**src/rtl/sha256_w_sched_serializer.sv**
```systemverilog
// sha256_w_sched_serializer: loads one 512-bit block and streams W0..W63 over a valid/ready handshake,
// regenerating W16..W63 from a 16-word sliding window.
module sha256_w_sched_serializer (
   input  logic         CLK,
   input  logic         RST,
   input  logic         blk_valid,
   output logic         blk_ready,
   input  logic [511:0] block_in,
   output logic         w_valid,
   input  logic         w_ready,
   output logic [31:0]  w_out,
   output logic [5:0]   w_idx,
   output logic         w_last
);
   typedef enum logic {IDLE, RUN} state_t;
   state_t state, state_nxt;
   logic [31:0] win [16];
   logic [31:0] w_new;
   logic load, beat;
   function automatic logic [31:0] sig0(input logic [31:0] x);
      return {x[6:0], x[31:7]} ^ {x[17:0], x[31:18]} ^ (x >> 3);
   endfunction
   function automatic logic [31:0] sig1(input logic [31:0] x);
      return {x[16:0], x[31:17]} ^ {x[18:0], x[31:19]} ^ (x >> 10);
   endfunction
   assign load = blk_valid && blk_ready;
   assign beat = w_valid && w_ready;
   // Window slot 0 is W[t-16]; the new word lands in slot 15 as the window shifts.
   assign w_new = sig1(win[14]) + win[9] + sig0(win[1]) + win[0];
   always_ff @(posedge CLK)
      state <= RST ? IDLE : state_nxt;
   always_comb
      state_nxt = load ? RUN : (beat && w_idx == 6'd63) ? IDLE : state;
   // blk_ready is held low while RST is asserted so no block is offered during reset.
   always_comb begin
      blk_ready = (state == IDLE) && !RST;
      w_valid   = (state == RUN);
      w_last    = (state == RUN) && (w_idx == 6'd63);
      w_out     = win[0];
   end
   always_ff @(posedge CLK) begin
      if (RST) begin
         for (int k = 0; k < 16; k++) win[k] <= '0;
         w_idx <= '0;
      end else if (load) begin
         for (int k = 0; k < 16; k++) win[k] <= block_in[511 - 32*k -: 32];
         w_idx <= '0;
      end else if (beat) begin
         for (int k = 0; k < 15; k++) win[k] <= win[k+1];
         win[15] <= w_new;
         w_idx   <= w_idx + 6'd1;
      end
   end
endmodule

```
**config.mk**
```make
export PLATFORM = sky130hd
export DESIGN_NAME = sha256_w_sched_serializer
export DESIGN_NICKNAME = d
export VERILOG_FILES = /design/src/rtl/sha256_w_sched_serializer.sv
export SDC_FILE = /design/constraint.sdc
export NUM_CORES = 1
export LEC_CHECK = 0
export CAP_MARGIN = 40
export CORE_MARGIN = 2
export CORE_UTILIZATION = 47
export CTS_CLUSTER_DIAMETER = 100
export DETAILED_ROUTE_END_ITERATION = 6
export HOLD_SLACK_MARGIN = 0.06
export PLACE_DENSITY = 0.77
export SLEW_MARGIN = 20
export SYNTH_ARGS = -nofsm -noshare
export SYNTH_HDL_FRONTEND = slang
export SYNTH_SLANG_ARGS = --single-unit
```
**constraint.sdc**
```tcl
create_clock -name CLK -period 8.84 [get_ports CLK]
set_input_delay 1.768 -clock CLK [delete_from_list [all_inputs] [get_ports CLK]]
set_output_delay 1.768 -clock CLK [all_outputs]
set_load 0.01 [all_outputs]
```
==> results.py <==
metrics = {
    "floorplan": {
        "die_x_um": 244,
        "core_mm2": 0.0567,
        "start_util_pct": 47.7,
        "design.die.area_mm2": 0.0595,
        "io_pins": 557,
        "die_y_um": 244,
        "rows": 87,
    },
    "final_layout": {
        "finalNetCount": 3691,
        "final_core_util_pct": 61.6,
        "drive_above_1_share_pct": 3.78,
        "fill_cells": 4609,
        "multi_input_area_mm2": 0.0102,
        "regArea_mm2": 0.0155,
        "syn_to_final_growth_pct": 28.9,
    },
    "place": {
        "globalplace.congestion": 1.00,
        "hpwl_um": 76400,
        "io_buffers": 556,
    },
    "synth": {
        "synth_top_area_cell": "edfxtp_1",
        "synth_compound_area_share_pct": 13.5,
        "synth_top_family_by_area": "compound AO/OA/AOI/OAI gates",
        "synthAdderAreaFrac_pct": 6.06,
        "synth-edff-count": 512,
        "syn-num-nets": 3253,
        "synthTopCellsByArea": "edfxtp_1 (57%), nand2_1 (12%), a21oi_1 (8.0%), fa_1 (4.6%), xnor2_1 (3.8%)",
        "synthMuxAreaShare_pct": 0.0416,
        "ys_types": 56,
        "postSynthCellCount": 2643,
        "synthSimpleGateAreaFrac_pct": 13.1,
        "synth_top_area_share_pct": 56.8,
        "ys_seq_elements": 519,
        "synth_xor_area_share_pct": 4.63,
        "synth_area_per_cell_um2": 10.2,
        "yosysWarnings": 0,
        "ys.flop_type": "edfxtp_1",
        "ys_async_sr_fraction_pct": 0,
        "ys_seq_area_share_pct": 57.3,
        "syn_area_mm2": 0.0271,
    },
    "power": {
        "seqPwrFrac_pct": 37.5,
        "clockPowerShare_pct": 26.5,
        "p_comb_share_pct": 36.0,
        "peakVddDrop_mv": 0.159,
        "p_leak_nw": 13.8,
        "switching_share_pct": 35.7,
        "power.internal_w": 0.00548,
        "pwr_density_cell_mw_per_mm2": 244,
        "p_sw_w": 0.00304,
    },
    "global_routing": {
        "track_usage_pct": 32.9,
        "antenna_found_initial": 19,
        "global_route.usage.met1_pct": 43.0,
        "grt_pass1_vias": 21600,
        "overflow": 0,
        "grt_pass1_wl_um": 142000,
        "grt_max_degree": 224,
        "grt_use_met2_pct": 53.2,
        "grt.met3_usage_pct": 7.96,
        "grt-busiest-layer": "met2",
    },
    "critical_path": {
        "cp.arrival_ns": 5.16,
        "worstPathRequired_ns": 9.20,
        "end_kind": "flop",
        "crit_type": "flop to flop",
        "start_kind": "flop",
        "r2r-start": "win[0][41]$_SDFFCE_PN0P_",
        "reg2reg_depth": 15,
        "reg2reg_setup_slack_ns": 4.04,
        "worstPathMaxFanout": 4,
        "r2r-end": "win[7][58]$_DFFE_PP_",
    },
    "clock_tree": {
        "cts_root_buffer": "clkbuf_16",
        "clk_pin_slew_worst_paths_ns": 0.06,
        "clk_latency_ns": 0.63,
        "cts_resized": 0,
        "cts_tree": "yes",
        "cts_made_buffers": 55,
        "cts_max_level": 2,
        "ctsHoldBuffers": 0,
        "postCtsSetupRepairBufs": 0,
        "clockBufferDepth": 3,
        "cts_sinks": 519,
    },
    "routing": {
        "drt_pass1_iterations": 6,
        "routed_wl_um": 100000,
        "first_iter_violations": 2837,
        "num_vias": 22100,
        "drcViolationCount": 0,
        "wl_per_cell_um": 25.8,
        "ant_nets": 0,
        "via_per_inst": 5.69,
    },
    "sta": {
        "rsz0062_at_grt": "no",
        "fmax_mhz": 208,
        "hold-worst-slack_ns": 0.536,
        "hold_viol": 0,
        "skew_ns": 0.0164,
        "max_slew_margin_pct": 30.4,
        "fin_setup_tns_ns": 0,
        "worstMarginPinSlew_ns": 1.04,
        "min_period_ns": 4.80,
        "finalMaxSlewViolations": 0,
        "setup_viol": 0,
        "finalCritPeriodShare_pct": 54.3,
    },
    "flow_run": {
        "max_cap_violations": 0,
    },
    "min_path": {
        "min-delay-start": "win[5][2]$_DFFE_PP_",
        "hold_end": "win[4][34]$_DFFE_PP_",
        "hold_class": "flop to flop",
        "hold_depth": 1,
    },
    "outcome": {
        "status": "completed",
    },
}
-- routing by layer --
layer | wire length (µm) | vias up
met4 | 4150 | 20
met2 | 47400 | 1337
met3 | 10800 | 196
li1 | - | 9895
met1 | 38000 | 10700
met5 | 140 | -
-- critical path, cell delays in order, from the launching register on --
cell and delay (ns):
edfxtp_1 0.53, xnor2_1 0.31, xnor2_1 0.16, fa_1 0.53, inv_1 0.05, fa_1 0.52
inv_1 0.06, ha_1 0.29, a211oi_1 0.45, nor4_1 0.18, o2111ai_1 0.23, o2111ai_1 0.24
o22ai_1 0.43, o21ai_0 0.20, xnor2_1 0.25, o21ai_0 0.11
-- how the worst max path moves through the flow --
stage                                  start                  endpoint  slack [ns]  depth (start not counted)
finish              win[0][41]$_SDFFCE_PN0P_      win[7][58]$_DFFE_PP_        4.04                         15
global route        win[0][41]$_SDFFCE_PN0P_      win[7][58]$_DFFE_PP_        3.80                         15
CTS                 win[0][41]$_SDFFCE_PN0P_      win[7][58]$_DFFE_PP_        4.10                         15
detailed placement                   w_ready  win[0][62]$_SDFFCE_PN0P_        4.06                          7
global placement                     w_ready  win[1][36]$_SDFFCE_PN0P_        3.94                          6
floorplan                                RST  win[0][32]$_SDFFCE_PN0P_        0.47                          4
-- cell usage after synthesis, types with 5 or more instances --
cell type / count
nand2_1: 831
edfxtp_1: 512
a21oi_1: 432
inv_1: 151
clkbuf_1: 142
xnor2_1: 118
a22o_1: 95
fa_1: 62
buf_4: 32
ha_1: 32
o21ai_0: 30
buf_1: 27
nor2_1: 27
xor2_1: 25
a21o_1: 21
nand3_1: 8
nor3_1: 8
dfxtp_1: 7
nand2b_1: 7
o21bai_1: 7
nand4_1: 6
a211oi_1: 5
and3_1: 5
-- state kept, by name, summed over array words and instances, names as in the netlist --
signal / cells
w_idx: 6
w_valid: 1
win: 512
-- cell usage in the layout, fill, tap and decap left out, types with 4 or more instances in the layout --
| cell | n |
|---|---|
| nand2_1 | 830 |
| clkdlybuf4s50_1 | 555 |
| edfxtp_1 | 512 |
| a21oi_1 | 432 |
| inv_1 | 151 |
| xnor2_1 | 118 |
| a22o_1 | 95 |
| fa_1 | 62 |
| clkbuf_16 | 55 |
| ha_1 | 32 |
| o21ai_0 | 30 |
| xor2_1 | 25 |
| nor2_1 | 25 |
| a21o_1 | 20 |
| clkinv_1 | 15 |
| buf_4 | 14 |
| clkbuf_1 | 13 |
| diode_2 | 10 |
| clkinv_2 | 9 |
| nor3_1 | 8 |
| nand3_1 | 8 |
| o21bai_1 | 7 |
| buf_12 | 7 |
| dfxtp_1 | 7 |
| nand4_1 | 6 |
| buf_16 | 6 |
| and3_1 | 5 |
| a211oi_1 | 5 |
| nand2b_4 | 4 |
| o2111ai_1 | 4 |
| bufinv_16 | 4 |
-- cells by family (layout without fill, tap and decap cells) --
group           count (synthesis)  in the layout
compound gates                622            622
xor+xnor                      143            143
fa+ha+maj                      94             94
buf+inv                       353            835
flops                         519            519
mux                             1              1
other cells                     0             10
simple gates                  911            911
-- stage by stage --
| stage | power, W | cell area [µm²] | cells | setup slack [ns] |
|---|---|---|---|---|
| after detailed placement | 0.00620 | 33100 | 3776 | 4.06 |
| after global routing | 0.00890 | 34900 | 3890 | 3.80 |
| after global placement | 0.00618 | 32900 | 3770 | 3.94 |
| final | 0.00852 | 34900 | 3891 | 4.04 |
| after CTS | 0.00845 | 34800 | 3877 | 4.10 |
| after floorplan | 0.00513 | 27100 | 2643 | 0.471 |
-- cell type report --
type | count | share of cell area (%)
flip-flops and latches | 519 | 44.4
clock buffers | 68 | 4.08
well taps | 756 | 2.71
clock inverters | 33 | 0.817
multi-input cells | 1771 | 29.1
diodes | 10 | 0.0717
repair buffers | 583 | 17.1
inverters | 151 | 1.62
-- power groups by stage --
| stage | Sequential, W | Combinational [W] | Clock [W] |
|---|---|---|---|
| 2_1_floorplan | 0.00316 | 0.00196 | 0 |
| 3_3_place_gp | 0.00324 | 0.00294 | 0 |
| 3_5_place_dp | 0.00324 | 0.00296 | 0 |
| 4_1_cts | 0.00319 | 0.00299 | 0.00227 |
| 5_1_grt | 0.00321 | 0.00333 | 0.00237 |
| 6_report | 0.00320 | 0.00307 | 0.00226 |
Power figures use the tool's default switching activity.
